--- src/rtl/tti_tx_sequencer_pkg.sv ---
// Shared types and constants for the TTI TX sequencer.
//   tx_seq_state_e : sequencer FSM states (IDLE, FETCH, SEND, FLUSH)
//   BytesPerWord   : bytes carried by one TX data word
package i3c_pkg;

    typedef enum logic [1:0] {
        IDLE  = 2'd0,
        FETCH = 2'd1,
        SEND  = 2'd2,
        FLUSH = 2'd3
    } tx_seq_state_e;

    localparam int unsigned BytesPerWord = 4;

endpackage

--- src/rtl/tti_tx_sequencer_if.sv ---
// Bus bundle between the TTI TX queues, the private-read byte consumer and
// the TX sequencer.
//   desc_*  : TX descriptor queue read side (valid/ready pop, head data)
//   data_*  : TX data queue read side (valid/ready pop, head data)
//   byte_*  : output byte stream (valid/ready, byte, last flag)
//   abort_i : controller terminated the read
//   busy_o, done_o, aborted_o : sequencer status
// Modport master is the sequencer side; slave is the queue/consumer side.
interface tti_tx_sequencer_if #(
    parameter int TxDescDataWidth = 32,
    parameter int TxDataWidth     = 32
);
    logic                       desc_rvalid_i;
    logic                       desc_rready_o;
    logic [TxDescDataWidth-1:0] desc_rdata_i;
    logic                       data_rvalid_i;
    logic                       data_rready_o;
    logic [TxDataWidth-1:0]     data_rdata_i;
    logic                       byte_valid_o;
    logic                       byte_ready_i;
    logic [7:0]                 byte_o;
    logic                       byte_last_o;
    logic                       abort_i;
    logic                       busy_o;
    logic                       done_o;
    logic                       aborted_o;

    modport master (
        input  desc_rvalid_i, desc_rdata_i, data_rvalid_i, data_rdata_i,
               byte_ready_i, abort_i,
        output desc_rready_o, data_rready_o, byte_valid_o, byte_o,
               byte_last_o, busy_o, done_o, aborted_o
    );

    modport slave (
        output desc_rvalid_i, desc_rdata_i, data_rvalid_i, data_rdata_i,
               byte_ready_i, abort_i,
        input  desc_rready_o, data_rready_o, byte_valid_o, byte_o,
               byte_last_o, busy_o, done_o, aborted_o
    );

endinterface

--- src/rtl/tti_tx_sequencer.sv ---
// TTI TX sequencer: pops one descriptor at a time, pops the data words that
// carry its payload and streams the bytes LSB-first with a last flag. A read
// abort flushes the descriptor's remaining data words so the descriptor and
// data queues stay aligned for the next transfer.
//   clk_i, rst_ni : clock, asynchronous active-low reset
//   bus (master)  : queue pop ports, byte stream, abort and status
module tti_tx_sequencer
    import i3c_pkg::*;
#(
    parameter int TxDescDataWidth = 32,
    parameter int TxDataWidth     = 32,
    parameter int DescLenWidth    = 16
) (
    input  logic                  clk_i,
    input  logic                  rst_ni,
    tti_tx_sequencer_if.master    bus
);

    tx_seq_state_e           state_q, state_d;
    logic [DescLenWidth-1:0] rem_q, rem_d;
    logic [DescLenWidth-2:0] words_left_q, words_left_d;
    logic [1:0]              idx_q, idx_d;
    logic [TxDataWidth-1:0]  word_q, word_d;
    logic                    done_q, done_d;
    logic                    aborted_q, aborted_d;

    logic                    desc_rready;
    logic                    data_rready;
    logic                    byte_valid;
    logic                    byte_last;
    logic                    byte_hs;

    logic [DescLenWidth-1:0] len_in;
    logic [DescLenWidth:0]   len_plus3;
    logic [DescLenWidth-2:0] words_in;
    logic                    unused_desc_bits;

    // Upper descriptor bits carry fields owned by other blocks.
    assign unused_desc_bits = ^bus.desc_rdata_i[TxDescDataWidth-1:DescLenWidth];

    // Word count rounds the byte length up; the extra bit absorbs the +3 carry
    // so a maximum-length descriptor still yields the right word count.
    assign len_in    = bus.desc_rdata_i[DescLenWidth-1:0];
    assign len_plus3 = {1'b0, len_in} + (DescLenWidth+1)'(3);
    assign words_in  = len_plus3[DescLenWidth:2];

    assign byte_hs = byte_valid & bus.byte_ready_i;

    always_comb begin
        state_d      = state_q;
        rem_d        = rem_q;
        words_left_d = words_left_q;
        idx_d        = idx_q;
        word_d       = word_q;
        done_d       = 1'b0;
        aborted_d    = 1'b0;
        desc_rready  = 1'b0;
        data_rready  = 1'b0;
        byte_valid   = 1'b0;
        byte_last    = 1'b0;

        unique case (state_q)
            IDLE: begin
                desc_rready = bus.desc_rvalid_i;
                if (desc_rready) begin
                    rem_d        = len_in;
                    words_left_d = words_in;
                    if (len_in == '0) begin
                        done_d = 1'b1;
                    end else begin
                        state_d = FETCH;
                    end
                end
            end

            FETCH: begin
                data_rready = bus.data_rvalid_i;
                if (data_rready) begin
                    // A word popped alongside an abort is still consumed.
                    word_d       = bus.data_rdata_i;
                    words_left_d = words_left_q - (DescLenWidth-1)'(1);
                    idx_d        = 2'd0;
                    state_d      = bus.abort_i ? FLUSH : SEND;
                end else if (bus.abort_i) begin
                    state_d = FLUSH;
                end
            end

            SEND: begin
                byte_valid = 1'b1;
                byte_last  = (rem_q == DescLenWidth'(1));
                if (byte_hs) begin
                    rem_d = rem_q - DescLenWidth'(1);
                    idx_d = idx_q + 2'd1;
                    // A final byte accepted together with abort completes
                    // the descriptor normally.
                    if (rem_q == DescLenWidth'(1)) begin
                        done_d  = 1'b1;
                        state_d = IDLE;
                    end else if (bus.abort_i) begin
                        state_d = FLUSH;
                    end else if (idx_q == 2'(BytesPerWord - 1)) begin
                        state_d = FETCH;
                    end
                end else if (bus.abort_i) begin
                    state_d = FLUSH;
                end
            end

            FLUSH: begin
                if (words_left_q == '0) begin
                    aborted_d = 1'b1;
                    state_d   = IDLE;
                end else begin
                    data_rready = bus.data_rvalid_i;
                    if (data_rready) begin
                        words_left_d = words_left_q - (DescLenWidth-1)'(1);
                    end
                end
            end

            default: state_d = IDLE;
        endcase
    end

    always_ff @(posedge clk_i or negedge rst_ni) begin
        if (!rst_ni) begin
            state_q      <= IDLE;
            rem_q        <= '0;
            words_left_q <= '0;
            idx_q        <= '0;
            word_q       <= '0;
            done_q       <= 1'b0;
            aborted_q    <= 1'b0;
        end else begin
            state_q      <= state_d;
            rem_q        <= rem_d;
            words_left_q <= words_left_d;
            idx_q        <= idx_d;
            word_q       <= word_d;
            done_q       <= done_d;
            aborted_q    <= aborted_d;
        end
    end

    // Pop strobes follow the queue valids combinationally; masking with the
    // reset keeps them low while the queues are still presenting entries.
    assign bus.desc_rready_o = desc_rready & rst_ni;
    assign bus.data_rready_o = data_rready & rst_ni;
    assign bus.byte_valid_o  = byte_valid;
    assign bus.byte_o        = word_q[{idx_q, 3'b000} +: 8];
    assign bus.byte_last_o   = byte_last;
    assign bus.busy_o        = (state_q != IDLE);
    assign bus.done_o        = done_q;
    assign bus.aborted_o     = aborted_q;

endmodule

--- src/flat_wrapper.sv ---
// flat-port wrapper written by rule: the top's interface ports become plain ports
module tti_tx_sequencer_flat import i3c_pkg::*;
#(
    parameter int TxDescDataWidth = 32,
    parameter int TxDataWidth     = 32,
    parameter int DescLenWidth    = 16
)
  (clk_i, rst_ni, bus_desc_rvalid_i, bus_desc_rdata_i, bus_data_rvalid_i, bus_data_rdata_i, bus_byte_ready_i, bus_abort_i, bus_desc_rready_o, bus_data_rready_o, bus_byte_valid_o, bus_byte_o, bus_byte_last_o, bus_busy_o, bus_done_o, bus_aborted_o);
  tti_tx_sequencer_if #(.TxDescDataWidth(TxDescDataWidth), .TxDataWidth(TxDataWidth)) bus_i ();
  input  logic clk_i;
  input  logic rst_ni;
  input wire logic [$bits(bus_i.desc_rvalid_i)-1:0] bus_desc_rvalid_i;
  input wire logic [$bits(bus_i.desc_rdata_i)-1:0] bus_desc_rdata_i;
  input wire logic [$bits(bus_i.data_rvalid_i)-1:0] bus_data_rvalid_i;
  input wire logic [$bits(bus_i.data_rdata_i)-1:0] bus_data_rdata_i;
  input wire logic [$bits(bus_i.byte_ready_i)-1:0] bus_byte_ready_i;
  input wire logic [$bits(bus_i.abort_i)-1:0] bus_abort_i;
  output wire logic [$bits(bus_i.desc_rready_o)-1:0] bus_desc_rready_o;
  output wire logic [$bits(bus_i.data_rready_o)-1:0] bus_data_rready_o;
  output wire logic [$bits(bus_i.byte_valid_o)-1:0] bus_byte_valid_o;
  output wire logic [$bits(bus_i.byte_o)-1:0] bus_byte_o;
  output wire logic [$bits(bus_i.byte_last_o)-1:0] bus_byte_last_o;
  output wire logic [$bits(bus_i.busy_o)-1:0] bus_busy_o;
  output wire logic [$bits(bus_i.done_o)-1:0] bus_done_o;
  output wire logic [$bits(bus_i.aborted_o)-1:0] bus_aborted_o;
  assign bus_i.desc_rvalid_i = bus_desc_rvalid_i;
  assign bus_i.desc_rdata_i = bus_desc_rdata_i;
  assign bus_i.data_rvalid_i = bus_data_rvalid_i;
  assign bus_i.data_rdata_i = bus_data_rdata_i;
  assign bus_i.byte_ready_i = bus_byte_ready_i;
  assign bus_i.abort_i = bus_abort_i;
  assign bus_desc_rready_o = bus_i.desc_rready_o;
  assign bus_data_rready_o = bus_i.data_rready_o;
  assign bus_byte_valid_o = bus_i.byte_valid_o;
  assign bus_byte_o = bus_i.byte_o;
  assign bus_byte_last_o = bus_i.byte_last_o;
  assign bus_busy_o = bus_i.busy_o;
  assign bus_done_o = bus_i.done_o;
  assign bus_aborted_o = bus_i.aborted_o;
  tti_tx_sequencer #(.TxDescDataWidth(TxDescDataWidth), .TxDataWidth(TxDataWidth), .DescLenWidth(DescLenWidth)) u_core (.clk_i(clk_i), .rst_ni(rst_ni), .bus(bus_i));
endmodule
--- config.mk ---
export PLATFORM = sky130hd
export DESIGN_NAME = tti_tx_sequencer_flat
export DESIGN_NICKNAME = d
export VERILOG_FILES = /design/src/rtl/tti_tx_sequencer_pkg.sv /design/src/rtl/tti_tx_sequencer_if.sv /design/src/rtl/tti_tx_sequencer.sv /design/src/flat_wrapper.sv
export SDC_FILE = /design/constraint.sdc
export NUM_CORES = 1
export LEC_CHECK = 0
export ABC_CLOCK_PERIOD_IN_PS = 4900
export CAP_MARGIN = 10
export CORE_ASPECT_RATIO = 0.7
export CORE_MARGIN = 4
export CORE_UTILIZATION = 55
export CTS_BUF_LIST = sky130_fd_sc_hd__clkbuf_4 sky130_fd_sc_hd__clkbuf_8 sky130_fd_sc_hd__clkbuf_16
export CTS_CLUSTER_DIAMETER = 30
export DETAILED_ROUTE_END_ITERATION = 8
export GPL_TIMING_DRIVEN = 0
export PLACE_DENSITY_LB_ADDON = 0.05
export SETUP_SLACK_MARGIN = 0.4
export SKIP_LAST_GASP = 1
export SLEW_MARGIN = 15
export SYNTH_ARGS = -nofsm -noshare
export SYNTH_HDL_FRONTEND = slang
export SYNTH_SLANG_ARGS = --single-unit
--- constraint.sdc ---
create_clock -name clk_i -period 4.9 [get_ports clk_i]
set_input_delay 0.98 -clock clk_i [delete_from_list [all_inputs] [get_ports clk_i]]
set_output_delay 0.98 -clock clk_i [all_outputs]
set_load 0.01 [all_outputs]
After elaboration in Yosys (flattened, before gate mapping). Index checks and enable logic that the tools add are counted.

Word-level logic and storage cells: 72. Input port bits: 70. Output and inout port bits: 15. Register bits after elaboration: 69.

Mux-type cells: 33. Equality and inequality tests: 12. Reduce and logical (&&, ||, !) cells: 12. Add/sub/neg operators: 4. Bitwise logic cells: 3. Shift-type cells: 1.

Operators with widths (count): $mux W15 (3); $pmux W15 S3 (1); $mux W16 (2); $pmux W16 S2 (1); $shiftx A32 B6 Y8 (1); $mux W2 (11); $add A16 B2 Y17 const B (1); $eq A16 B1 Y1 const B (1); $logic_not A16 Y1 (1); $sub A16 B1 Y16 const B (1); $logic_not A15 Y1 (1); $sub A15 B1 Y15 const B (1); $mux W1 (11); $reduce_and A3 Y1 (3); $ne A2 B2 Y1 const B (4); $pmux W2 S4 (1); $eq A2 B2 Y1 const B (3); $reduce_bool A2 Y1 (3); $ne A5 B5 Y1 const B (1); $ne A2 B1 Y1 const B (2); $pmux W1 S2 (2); $pmux W2 S2 (1); $reduce_and A4 Y1 (1); $and A1 B1 Y1 (3); 5 further kinds (5).

Longest topological paths before layout. Gate-level depths: netlist (run 1).

Depth after elaboration: 6. Depth in mapped cells: 8. Gate-level depth less buffers: 7.

Worst setup path after synthesis (run 1). Ideal clock, no wire load.

Kind: input to output. From: input port bus_data_rvalid_i. To: output port bus_data_rready_o. Path buffers: 0. Arrival: 1554 ps. Slack: 2366 ps. Stages: 3. Data required time: 3920 ps. Path through: nand2_1 a41oi_4 and2_2.

Cells in the longest elaborated chain, start to end: 3.

RTL lines: from (decl) (RTL line flat_wrapper.sv:14) `input wire logic [$bits(bus_i.data_rvalid_i)-1:0] bus_data_rvalid_i;`; $mux W1 (RTL line tti_tx_sequencer.sv:111) `if (words_left_q == '0) begin`; $pmux W1 S2 * (RTL line tti_tx_sequencer.sv:62) `unique case (state_q)`; $and A1 B1 Y1 * (RTL line tti_tx_sequencer.sv:149) `assign bus.data_rready_o = data_rready & rst_ni;`; to (decl) (RTL line flat_wrapper.sv:19) `output wire logic [$bits(bus_i.data_rready_o)-1:0] bus_data_rready_o;`.

Every way passes the cells marked *; elsewhere a longest branch is shown, timed or not.

Worst setup path in the final report (run 1). Same ends and word-level chain as after synthesis.

==> results.cfg, run 1 <==
[floorplanning]
die_h_um = 79.8
die-width_um = 111
io_pins = 85
core_area_um2 = 6940
die-area_um2 = 8830
start_util_pct = 58.4
row_count = 25

[place]
gp_congestion = 0.915
port_buffers = 66
dp_slack_ns = 1.21
dp_cells = 565
dpl.hpwl_um = 7880

[sta]
finalCriticalPeriod_ns = 3.71
fmaxAchievable_mhz = 270
setup_violations = 0
fin_skew_ns = 0.0124
drv_slew = 0
hold_violations = 0
fin_ws_ns = 1.19
tightest_slew_ns = 0.801
hold_ws_ns = 0.495
fin_crit_sh_pct = 75.6
relSlewSlack_pct = 46.6
rsz0062_at_grt = no

[synthesis]
ys_seq_area_share_pct = 42.6
synthCells = 404
syn_area_um2 = 4050
ys_ff_latch = 69
yosys_warnings = 0
synth_cell_types = 61
synth_nets = 478
synth.avg_cell_area_um2 = 10.0
synth_edf_count = 0
ys_async_sr_fraction_pct = 100
yosys_most_used_dff = dfrtp_1

[worst_setup_path]
arrival_ns = 2.73
path_delay_family = buffers and inverters
crit_fanout = 9
path_class = in2out
slowest_stage = clkdlybuf4s50_1
path_buf_inv = 2
slowest_delay_ns = 0.52
worstSetupStartpointType = input port
end_kind = output port
path_cells = clkdlybuf4s50_1, nand2_1, a41oi_4, and2_2, clkdlybuf4s50_1
path_common_cell = clkdlybuf4s50_1
required_ns = 3.92

[power]
swShare_pct = 38.3
internal_power_w = 0.00182
p_leak_nw = 1.99
p_comb_share_pct = 46.1
ir_worst_vdd_v = 0.000292
power_frac_seq_pct = 36.3
power_density_nw_per_um2 = 581
pwr-share-clk_pct = 17.5
p_sw_w = 0.00113

[grt]
grt_max_degree = 45
grt_pass1_vias = 3489
overflow = 0
antenna_found_initial = 0
grt_usage_pct = 25.1
grt_pass1_wl_um = 17600

[final_layout]
instances_no_fill = 581
fillCellCount = 549
drive_gt1_share_pct = 16.2
antenna_cells = 0
area_growth_pct = 25.2
finalNetCount = 556

[cts]
clockBufferDepth = 2
h-tree-depth = 3
cts_tree = yes
cts-root-buf = clkbuf_8
cts.clk_slew.worst_paths_ns = 0.06
cts_hold_buf = 0
cts_setup_buffers = 0
clk_latency_ns = 0.34
cts_made_buffers = 9
cts.sinks = 69
cts_resized = 0

[detailed_routing]
firstDrtPassIters = 5
dr_total_vias = 3588
first_iter_violations = 219
wire_per_inst_um = 18.5
postRouteAntennaNets = 0
drc = 0
wl_um = 10800
avgViaCountPerCell = 6.18

[flow_run]
maxCapViolCount = 0

[status]
status = finished, final reports clean

[worst_hold_path]
worstHoldPathType = reg2reg
-- layer usage --
layer  global-route usage, %  share of wire (%)  vias to the layer above
met1                    34.8                 46                     1745
met2                    39.8                 46                      141
li1                        -                  -                     1692
met3                    6.21                6.8                       10
met4                    6.15               0.81                        0
met5                       0                  0                        -
-- synth_stat cells, drive strengths merged, types with 2 or more instances --
| master | number | share of area [%] |
|---|---|---|
| ha | 4 | 1.2 |
| clkbuf | 15 | 1.7 |
| a21oi | 25 | 3.1 |
| nand3 | 12 | 1.5 |
| nor4 | 11 | 2.0 |
| nor3 | 17 | 2.4 |
| o2bb2ai | 7 | 1.5 |
| nand4 | 7 | 1.1 |
| mux2 | 32 | 8.9 |
| o22a | 3 | 0.65 |
| nor3b | 2 | 0.37 |
| nor2 | 38 | 3.6 |
| inv | 11 | 1.0 |
| or2 | 4 | 0.68 |
| and2 | 4 | 0.68 |
| xor2 | 3 | 0.65 |
| o211a | 2 | 0.49 |
| buf | 9 | 1.5 |
| nand2 | 25 | 2.3 |
| a221o | 3 | 0.74 |
| a31oi | 5 | 0.77 |
| o21ai | 28 | 3.5 |
| o211ai | 6 | 1.1 |
| xnor2 | 9 | 1.9 |
| o32ai | 5 | 1.1 |
| or3 | 4 | 0.62 |
| and4 | 3 | 0.65 |
| dfrtp | 69 | 43 |
| or4 | 3 | 0.56 |
| mux2i | 2 | 0.49 |
| o311ai | 2 | 0.43 |
| o221a | 2 | 0.56 |
| a22oi | 4 | 0.74 |
| and3 | 4 | 0.62 |
| mux4 | 8 | 4.4 |
-- final timing paths --
kind                                                    start                                  to  slack (ns)  depth (start not counted)
max                                         bus_data_rvalid_i                   bus_data_rready_o        1.19                          5
min                               u_core.rem_q[9]$_DFFE_PN0P_         u_core.rem_q[9]$_DFFE_PN0P_        0.50                          1
max reg2reg                u_core.words_left_q[0]$_DFFE_PN0P_       u_core.state_q[0]$_DFFE_PN0P_        2.65                          7
min reg2reg                       u_core.rem_q[9]$_DFFE_PN0P_         u_core.rem_q[9]$_DFFE_PN0P_        0.50                          1
max in group asynchronous                              rst_ni         u_core.rem_q[7]$_DFFE_PN0P_        3.80                          2
min in group asynchronous                              rst_ni  u_core.words_left_q[6]$_DFFE_PN0P_        0.54                          1
-- sequential cells by signal (all words and copies together) (netlist names) --
register,count
u_core.bus.aborted_o,1
u_core.bus.done_o,1
u_core.idx_q,2
u_core.rem_q,16
u_core.state_q,2
u_core.word_q,32
u_core.words_left_q,15
-- cell usage in the layout, fill, tap and decap left out, types with 10 or more instances in the layout --
cell type / n
dfrtp_1: 69
clkdlybuf4s50_1: 65
nor2_1: 37
mux2_2: 32
o21ai_0: 27
nand2_1: 25
a21oi_1: 25
nor3_1: 16
clkbuf_1: 13
nand3_1: 12
inv_1: 11
clkbuf_8: 10
-- worst register-to-register path, delay by kind of cell (launching register included) --
kind | cells | cell delay (ns)
AO/OA/AOI/OAI | 2 | 0.40
AND/OR/NAND/NOR | 3 | 0.94
buffers and inverters | 1 | 0.09
flip-flops | 1 | 0.42
adder cells (fa/ha/maj) | 1 | 0.26
-- final cells by class --
type / instances / area [um2] / share of cell area [%]
multi-input cells: 300 / 2160 / 42.5
repair buffers: 67 / 686 / 13.5
inverters: 11 / 41.3 / 0.813
clock inverters: 6 / 87.6 / 1.73
plain buffers: 24 / 129 / 2.54
clock buffers: 10 / 131 / 2.59
well taps: 94 / 118 / 2.32
flip-flops and latches: 69 / 1730 / 34.0
-- logic make-up after synthesis --
group,synth area share (%)
and+or+nand+nor,18.1
AOI/OAI and AO/OA,17.4
DFF,42.6
muxes,13.8
buffers and inverters,4.20
xor gates and xnor gates,2.59
adders and majority gates,1.23
-- through the flow --
stage	setup TNS, ns	power (W)	area (um2)	util [%]
3_3_place_gp	-1.74	0.00236	4830	69.6
6_report	0	0.00295	5080	73.1
2_1_floorplan	0	0.00194	4050	-
4_1_cts	0	0.00294	5080	73.1
5_1_grt	0	0.00315	5080	73.1
3_5_place_dp	0	0.00242	4860	69.9
-- power groups by stage --
stage,sequential [W],clock (W),combinational [W]
2_1_floorplan,0.00101,0,0.000936
3_3_place_gp,0.00106,0,0.00130
3_5_place_dp,0.00107,0,0.00135
4_1_cts,0.00106,0.000524,0.00136
5_1_grt,0.00111,0.000554,0.00149
6_report,0.00107,0.000516,0.00136
No activity file was read; power rests on OpenSTA's default activity.
==> inputs of run 2 (changes only) <==
Settings changed: ABC_CLOCK_PERIOD_IN_PS 4900 to 3550, CORE_UTILIZATION 55 to 52.
Clock period 4.9 ns to 3.55 ns, I/O delays scaled along.
==> results.cfg, run 2 (synthesis gave the netlist of run 1 again) <==
[status]
status = finished, final reports clean

[flow_run]
maxCapViolCount = 0

[place]
gp_congestion = 0.940
dp_slack_ns = 0.376
placed_area_um2 = 4850
dpl.hpwl_um = 7990
port_buffers = 66

[sta]
fin_crit_sh_pct = 86.6
finalCriticalPeriod_ns = 3.07
fmaxAchievable_mhz = 325
fin_skew_ns = 0.00842
setup_violations = 0
tightest_slew_ns = 0.600
relSlewSlack_pct = 60.0
rsz0062_at_grt = no
fin_ws_ns = 0.476
hold_violations = 0
drv_slew = 0

[cts]
cts_hold_buf = 0
cts_tree = yes
clk_latency_ns = 0.36
clockBufferDepth = 2
cts-root-buf = clkbuf_8
cts_made_buffers = 9
h-tree-depth = 3
cts.clk_slew.worst_paths_ns = 0.08
cts.sinks = 69

[grt]
antenna_found_initial = 0
grt_max_degree = 41
grt_usage_pct = 25.1
grt_pass1_wl_um = 18100
overflow = 0
grt_pass1_vias = 3558

[worst_setup_path]
path_common_cell = nor2_1
end_kind = output port
reg2regPathDepth = 9
timing.rr.end = u_core.words_left_q[2]$_DFFE_PN0P_
arrival_ns = 2.36
crit_cells = 5
worstSetupStartpointType = flop
slowest_stage = or4_4
reg2reg_slack_ns = 1.34
crit_fanout = 5
crit_end = bus_byte_last_o
path_cells = or4_4, nor2_1, nand4_1, nor2_1, clkdlybuf4s50_1
path_delay_family = simple AND/OR/NAND/NOR gates
path_buf_inv = 1
path_class = reg2out
required_ns = 2.84
slowest_delay_ns = 0.56
r2r_start = u_core.words_left_q[0]$_DFFE_PN0P_
crit_start = u_core.rem_q[12]$_DFFE_PN0P_

[floorplanning]
core_area_um2 = 7450
die_h_um = 81.9
die-width_um = 114
die-area_um2 = 9290
io_pins = 85
start_util_pct = 54.4
row_count = 26

[power]
power_density_nw_per_um2 = 815
ir_worst_vdd_v = 0.000479
p_leak_nw = 2.00

[detailed_routing]
dr_total_vias = 3613
postRouteAntennaNets = 0
firstDrtPassIters = 4
first_iter_violations = 257
wl_um = 11100
drc = 0
wire_per_inst_um = 18.9
avgViaCountPerCell = 6.16

[final_layout]
top_register = u_core.word_q
final_common_cell = dfrtp_1
layout_common_cells = dfrtp_1 (69), clkdlybuf4s50_1 (65), nor2_1 (37), mux2_2 (32), o21ai_0 (27)
reg_top3 = u_core.word_q: 32 flops, u_core.rem_q: 16 flops, u_core.words_left_q: 15 flops
drive_gt1_share_pct = 17.8
finalNetCount = 558
antenna_cells = 0
area_growth_pct = 26.5
fin_area_um2 = 5130
largest_reg_flops = 32

[worst_hold_path]
worstHoldPathType = in2async
-- run 2: cell type report --
type	count	area (um2)
clock buffer	9	124
tap	98	123
inverter	11	45.0
sequential	69	1730
fill	594	2320
multi-input combinational	300	2160
clock inverter	7	120
timing repair buffer	69	693
buffer	24	133
-- run 2: per-stage QoR --
stage	total power [W]	setup TNS (ns)	util [%]	hold WS, ns	instances
final	0.00418	0	68.8	0.289	587
after CTS	0.00416	0	68.7	0.297	587
after detailed placement	0.00333	0	65.2	0.479	569
after global routing	0.00446	0	68.8	0.305	587
after floorplan	0.00268	0	-	0.414	404
after global placement	0.00326	-52.56	64.9	0.472	568
-- run 2: how the worst min path moves through the flow --
stage                                                    end  slack, ns  cells after the start
after floorplan               u_core.bus.aborted_o$_DFF_PN0_       0.41                      0
after global placement          u_core.rem_q[13]$_DFFE_PN0P_       0.47                      1
after detailed placement        u_core.rem_q[13]$_DFFE_PN0P_       0.48                      1
after CTS                 u_core.words_left_q[3]$_DFFE_PN0P_       0.30                      1
after global routing      u_core.words_left_q[5]$_DFFE_PN0P_       0.31                      1
final                     u_core.words_left_q[1]$_DFFE_PN0P_       0.29                      1
-- run 2: repair_timing --
action,in CTS,in global routing
endpoints found under the setup margin,11,2
setup buffers,2,0
resized for setup,2,5
-- run 2: power breakdown --
part	total, W	internal (W)	switching, W
Clock	0.000799	0.000470	0.000329
Sequential	0.00148	0.00116	0.000323
Combinational	0.00190	0.000958	0.000938
Total	0.00418	0.00259	0.00159
-- run 2: per-layer routing --
metal / share of wire (%) / GRT usage [%]
met4: 0.94 / 5.04
met2: 47 / 40.2
met5: 0 / 0
met1: 44 / 34.1
met3: 7.2 / 7.44
==> inputs of run 3 (changes only) <==
Settings changed: CAP_MARGIN 10 to default, CORE_UTILIZATION 52 to 25, SLEW_MARGIN 15 to default.
==> results.cfg, run 3 (synthesis gave the netlist of run 1 again) <==
[cts]
cts-root-buf = clkbuf_16
cts_made_buffers = 9
cts_hold_buf = 0
cts_tree = yes
cts.clk_slew.worst_paths_ns = 0.06
cts.sinks = 69
clk_latency_ns = 0.33
h-tree-depth = 3
clockBufferDepth = 2

[final_layout]
fin_util_pct = 34.2
layout_common_cells = dfrtp_1 (69), clkdlybuf4s50_1 (65), nor2_1 (37), mux2_2 (32), o21ai_0 (27)
antenna_cells = 0
drive_gt1_share_pct = 17.6
top_register = u_core.word_q
largest_reg_flops = 32
reg_top3 = u_core.word_q: 32 flops, u_core.rem_q: 16 flops, u_core.words_left_q: 15 flops
finalNetCount = 558
final_common_cell = dfrtp_1
area_growth_pct = 32.5

[sta]
finalCriticalPeriod_ns = 3.08
drv_slew = 0
relSlewSlack_pct = 55.2
fin_crit_sh_pct = 86.6
fin_skew_ns = 0.00592
hold_ws_ns = 0.242
hold_violations = 0
setup_violations = 0
rsz0062_at_grt = yes
fmaxAchievable_mhz = 325
tightest_slew_ns = 0.672

[power]
p_leak_nw = 2.06
swShare_pct = 36.8
internal_power_w = 0.00284
power_frac_seq_pct = 33.1
ir_worst_vdd_v = 0.000268
p_sw_w = 0.00165
pwr-share-clk_pct = 24.1
power_density_nw_per_um2 = 836
p_comb_share_pct = 42.8

[worst_setup_path]
timing.rr.end = u_core.words_left_q[2]$_DFFE_PN0P_
worstSetupStartpointType = flop
path_class = reg2out
crit_fanout = 6
arrival_ns = 2.37
reg2reg_slack_ns = 1.31
r2r_start = u_core.words_left_q[0]$_DFFE_PN0P_
required_ns = 2.84
end_kind = output port
reg2regPathDepth = 9

[detailed_routing]
avgViaCountPerCell = 5.16
first_iter_violations = 242
dr_total_vias = 3557
wl_met3_um = 553
wl_um = 13000
drc = 0
wl_met2_um = 5590
dr.max_layer_used = met4
wire_per_inst_um = 18.9
postRouteAntennaNets = 0
wl_met1_um = 6780
firstDrtPassIters = 5

[floorplanning]
core_area_um2 = 15700
die_h_um = 115
die-width_um = 160
row_count = 38
start_util_pct = 25.8
die-area_um2 = 18300
io_pins = 85

[grt]
overflow = 0
antenna_found_initial = 0
grt_pass1_wl_um = 20700
grt_usage_pct = 14.6
grt_max_degree = 57
grt_pass1_vias = 3472

[worst_hold_path]
worstHoldPathType = in2async

[status]
status = finished, final reports clean

[place]
gp_congestion = 0.815
port_buffers = 66
dpl.hpwl_um = 9480

[flow_run]
maxCapViolCount = 0
## run 3: layout make-up
class,instances,area (um2)
Multi-Input combinational cell,300,2160
Clock inverter,5,108
Timing Repair Buffer,69,701
Fill cell,1646,10300
Clock buffer,11,246
Buffer,24,135
Sequential cell,69,1730
Inverter,11,45.0
Tap cell,200,250
## run 3: power groups by stage
stage	Combinational [W]	Sequential [W]	Clock, W
after global placement	0.00190	0.00148	0
after global routing	0.00212	0.00154	0.00115
after CTS	0.00193	0.00148	0.00112
final	0.00192	0.00148	0.00108
after detailed placement	0.00191	0.00149	0
after floorplan	0.00129	0.00139	0
## run 3: routing by layer
| layer | GRT usage [%] | vias up |
|---|---|---|
| li1 | - | 1679 |
| met3 | 4.21 | 9 |
| met5 | 0 | - |
| met1 | 21.4 | 1787 |
| met4 | 2.92 | 0 |
| met2 | 21.5 | 82 |
## run 3: metrics by stage
step / setup TNS [ns] / worst slack [ns] / instances / area [um2] / power (W)
after floorplan: 0 / 1.39 / 404 / 4050 / 0.00268
after global placement: -80.95 / -2.06 / 670 / 4960 / 0.00339
after detailed placement: 0 / 0.316 / 671 / 4990 / 0.00340
after CTS: 0 / 0.424 / 689 / 5370 / 0.00453
after global routing: 0 / 0.373 / 689 / 5370 / 0.00480
final: 0 / 0.475 / 689 / 5370 / 0.00449
## run 3: how the worst max path moves through the flow
stage          cells after the start                    startpoint                end
6_report                           5  u_core.rem_q[11]$_DFFE_PN0P_    bus_byte_last_o
5_1_grt                            5  u_core.rem_q[12]$_DFFE_PN0P_    bus_byte_last_o
4_1_cts                            5  u_core.rem_q[12]$_DFFE_PN0P_    bus_byte_last_o
3_5_place_dp                       5             bus_data_rvalid_i  bus_data_rready_o
3_3_place_gp                       3                        rst_ni  bus_data_rready_o
2_1_floorplan                      4  u_core.rem_q[12]$_DFFE_PN0P_    bus_byte_last_o
## run 3: what timing repair did
item	4_1_cts	5_1_grt
buffers inserted	2	0
resized for setup	3	4
pin swaps	0	0
setup endpoints to repair	11	2
## run 3: critical path, cell delays in order (launching register included)
cell             delay, ns
dfrtp_1               0.44
or4_4                 0.54
nor2_1                0.16
nand4_1               0.14
nor2_1                0.18
clkdlybuf4s50_1       0.57
==> RTL change 1: new RTL, config.mk and constraints of run 2 <==
`TxDataWidth` is set to 32 in 3 places; all go to 36.
--- a/src/rtl/tti_tx_sequencer_if.sv
+++ b/src/rtl/tti_tx_sequencer_if.sv
@@ -10,3 +10,3 @@
     parameter int TxDescDataWidth = 32,
-    parameter int TxDataWidth     = 32
+    parameter int TxDataWidth     = 36
 );
--- a/src/rtl/tti_tx_sequencer.sv
+++ b/src/rtl/tti_tx_sequencer.sv
@@ -10,3 +10,3 @@
     parameter int TxDescDataWidth = 32,
-    parameter int TxDataWidth     = 32,
+    parameter int TxDataWidth     = 36,
     parameter int DescLenWidth    = 16
--- a/src/flat_wrapper.sv
+++ b/src/flat_wrapper.sv
@@ -4,3 +4,3 @@
     parameter int TxDescDataWidth = 32,
-    parameter int TxDataWidth     = 32,
+    parameter int TxDataWidth     = 36,
     parameter int DescLenWidth    = 16
Ports: changed (resized bus_data_rdata_i); port bits go from 85 to 89. No check against the original RTL was run, so the function may have changed too.
==> RTL change 1 against run 2 <==
- area after synthesis down 1.4%
- count of clock-buffer cells in the layout up 3
- sequential share of layout area up 0.22 points
- routed wire length down 0.76%
- first-iteration DRC count up 9.3%
- sequential cell count unchanged
- die area down 1.2%
- clock skew down 2.4 ps
- global-route usage down 0.15 points
- power down 27%
- worst setup slack worse by 20 ps
- final area down 0.63%
- cell count up 0.34%
- register-to-register slack worse by 110 ps
- highest routed layer unchanged
==> RTL change 1: results (changes against run 2) <==
Fin cells: 589 (was 587)
Fin crit share: 87.1% (was 86.6%)
Final Skew: 6.06 ps (was 8.42 ps)
Nets: 564 (was 558)
Crit path launch: u_core.words_left_q[11]$_DFFE_PN0P_ (was u_core.rem_q[12]$_DFFE_PN0P_)
Post-synth top cells: dfrtp_1, nand2_1, mux2_2 (was dfrtp_1, nor2_1, mux2_2)
Placed Instances: 567 (was 569)
DR iter-0 viols: 281 (was 257)
GPL Wtd Cong: 0.939 (was 0.940)
Drt wl/cell: 18.7 µm (was 18.9 µm)
Reg2Reg Depth: 7 (was 9)
Layout cell share with drive strength beyond 1: 18.9% (was 17.8%)
R2R Path End: u_core.rem_q[14]$_DFFE_PN0P_ (was u_core.words_left_q[2]$_DFFE_PN0P_)
Fin Hold WS: 279 ps (was 289 ps)
Via count: 3601 (was 3613)
Cells after Synth: 401 (was 404)
Area contributors post-synth: dfrtp_1, mux2_2, mux4_2 (unchanged)
First-pass GRT wire length: 17800 µm (was 18100 µm)
CTS resizes: 12 (was 2)
All-Layer GR Usage: 24.9% (was 25.1%)
Run status: finished, final reports clean (unchanged)
Worst slack, placed: 159 ps (was 376 ps)
Worst vdd rail ir drop: 0.398 mV (was 0.479 mV)
Register area share after synthesis: 43.2% (was 42.6%)
Post-DP HPWL: 7890 µm (was 7990 µm)
Lkg Pwr: 2.05 nW (was 2.00 nW)
Dpl cell area: 4820 µm² (was 4850 µm²)
Syn nets: 479 (was 478)
RTL change 1: changes by cell type in the layout (fill, tap and decap cells not counted), sizes merged, moves of 5 or more:
cell | run 2 | this run
nor2 | 38 | 19
nand2 | 25 | 35
o22ai | 0 | 7
o2bb2ai | 7 | 0
nand2b | 1 | 6
o32ai | 5 | 0
RTL change 1: kinds of logic (layout without fill, tap and decap cells):
| group | count (synthesis) | after routing | synth area share [%] |
|---|---|---|---|
| AND/OR/NAND/NOR | 145 | 145 | 19.8 |
| AO/OA/AOI/OAI | 97 | 97 | 15.6 |
| flip-flops | 69 | 69 | 43.2 |
| multiplexers | 44 | 44 | 14.5 |
| buffers and inverters | 32 | 122 | 3.41 |
| XOR/XNOR | 10 | 10 | 2.19 |
| adder cells (fa/ha/maj) | 4 | 4 | 1.25 |
RTL change 1: cell type report:
| class | instances | area [µm²] |
|---|---|---|
| clock inverter | 4 | 22.5 |
| clock buffer | 12 | 159 |
| inverter | 9 | 37.5 |
| buffer | 23 | 110 |
| sequential | 69 | 1730 |
| timing repair buffer | 74 | 739 |
| multi-input combinational | 300 | 2180 |
| tap | 98 | 123 |
| fill | 574 | 2290 |
RTL change 1: where the power goes:
group	leakage [nW]	internal [mW]	switching, mW
registers	0.852	1.11	0.262
clock network	0.0956	0.296	0.303
logic	1.10	0.628	0.447
total	2.05	2.03	1.01
RTL change 1: worst max-delay path, stage by stage, from the launching register on:
cell	delay [ps]
dfrtp_1	430
or3_1	370
buf_2	170
nor4b_4	290
a21oi_2	130
and2_1	170
clkdlybuf4s50_1	470
RTL change 1: metal layers:
layer  vias up  track usage (%)  routed length, µm  share of wire, %
met2       130             38.2               5180                47
met4         0             7.92                146               1.3
met5         -                0                  0                 0
met3        14             6.48                755               6.8
met1      1771             34.8               4950                45
li1       1686                -                  -                 -
==> RTL change 2: new RTL, flow settings as in run 2 <==
Made on the original files. The 4 states of `tx_seq_state_e` get a one-hot encoding in 4 bits.
--- a/src/rtl/tti_tx_sequencer_pkg.sv
+++ b/src/rtl/tti_tx_sequencer_pkg.sv
@@ -5,7 +5,7 @@
 
-    typedef enum logic [1:0] {
-        IDLE  = 2'd0,
-        FETCH = 2'd1,
-        SEND  = 2'd2,
-        FLUSH = 2'd3
+    typedef enum logic [3:0] {
+        IDLE  = 4'b0001,
+        FETCH = 4'b0010,
+        SEND  = 4'b0100,
+        FLUSH = 4'b1000
     } tx_seq_state_e;
Function: no difference found for any inputs over 4 cycles, from zero or initial values and one cycle with rst_ni low; so few cycles prove little.
==> RTL change 2 against run 2 <==
- sequential cell count rose by 2
- area after synthesis grew 3.8%
- via count rose by 3.2%
- worst hold slack worse by 22 ps
- sequential share of layout area down 0.30 points
- first-iteration DRC count rose by 26%
- worst setup slack got worse by 29 ps
- routed wire length increased by 2.4%
- critical path depth grew 2
- count of clock-buffer cells in the layout rose by 1
- final area rose by 4.0%
- global-route usage fell by 0.49 points
- power down 2.7%
==> RTL change 2: results (changes against run 2) <==
Run status: finished, final reports clean (unchanged)
Post-Synth XOR/XNOR Area: 2.08% (was 2.59%)
Post-synthesis mux area share: 12.8% (was 13.8%)
Fin Hold WS: 267 ps (was 289 ps)
Crit Path Max Fanout: 10 (was 5)
ClkCell Share: 5.16% (was 4.76%)
DR iter-0 viols: 323 (was 257)
Post-synth top cells: dfrtp_1, nor2_1, a21oi_1 (was dfrtp_1, nor2_1, mux2_2)
Area contributors post-synth: dfrtp_1, mux2_2, mux4_2 (unchanged)
Slew margin rel.: 45.7% (was 60.0%)
Clock slew at reported path FFs: 60 ps (was 80 ps)
R2R Path End: u_core.rem_q[7]$_DFFE_PN0P_ (was u_core.words_left_q[2]$_DFFE_PN0P_)
Via count: 3728 (was 3613)
Multi-input combinational area share: 42.2% (about the same)
Worst vdd rail ir drop: 0.436 mV (was 0.479 mV)
Post-DP HPWL: 8330 µm (was 7990 µm)
GPL Wtd Cong: 0.901 (was 0.940)
Root buffer cell: clkbuf_16 (was clkbuf_8)
DRT met1 WL: 5270 µm (was 4950 µm)
Final Skew: 4.61 ps (was 8.42 ps)
Nets: 570 (was 558)
CTS resizes: 6 (was 2)
Register area: 1780 µm² (was 1730 µm²)
Initial DRT Pass Iterations: 5 (was 4)
Avg Synthesized Cell Area: 10.1 µm² (was 10.0 µm²)
First-pass GRT wire length: 18700 µm (was 18100 µm)
Syn nets: 490 (was 478)
Layout cell share with drive strength beyond 1: 19.8% (was 17.8%)
Synthesis-stage register bit count: 71 (was 69)
==> RTL change 2: changes by cell type after synthesis, moves of 6 or more <==
cell	change
o21ai_1	+17
buf_2	+8
a21oi_1	+8
clkbuf_1	-6
o2bb2ai_1	-6
a22o_1	+8
o21ai_0	-8
==> RTL change 2: critical path, cell delays in order (launching register included) <==
cell	delay (ps)
dfstp_2	370
buf_6	130
or4b_1	520
buf_6	170
inv_6	70
buf_8	130
buf_8	140
clkdlybuf4s50_1	540
==> RTL change 2: per-layer routing <==
metal / vias up / GRT usage, %
met2: 122 / 36.6
li1: 1744 / -
met5: - / 0
met4: 0 / 6.61
met1: 1844 / 35.7
met3: 18 / 6.05
==> RTL change 2: report_power, final <==
| group | internal [mW] | total, mW | switching (mW) |
|---|---|---|---|
| clock network | 0.488 | 0.830 | 0.343 |
| logic | 0.872 | 1.68 | 0.810 |
| registers | 1.20 | 1.55 | 0.356 |
| total | 2.56 | 4.06 | 1.51 |
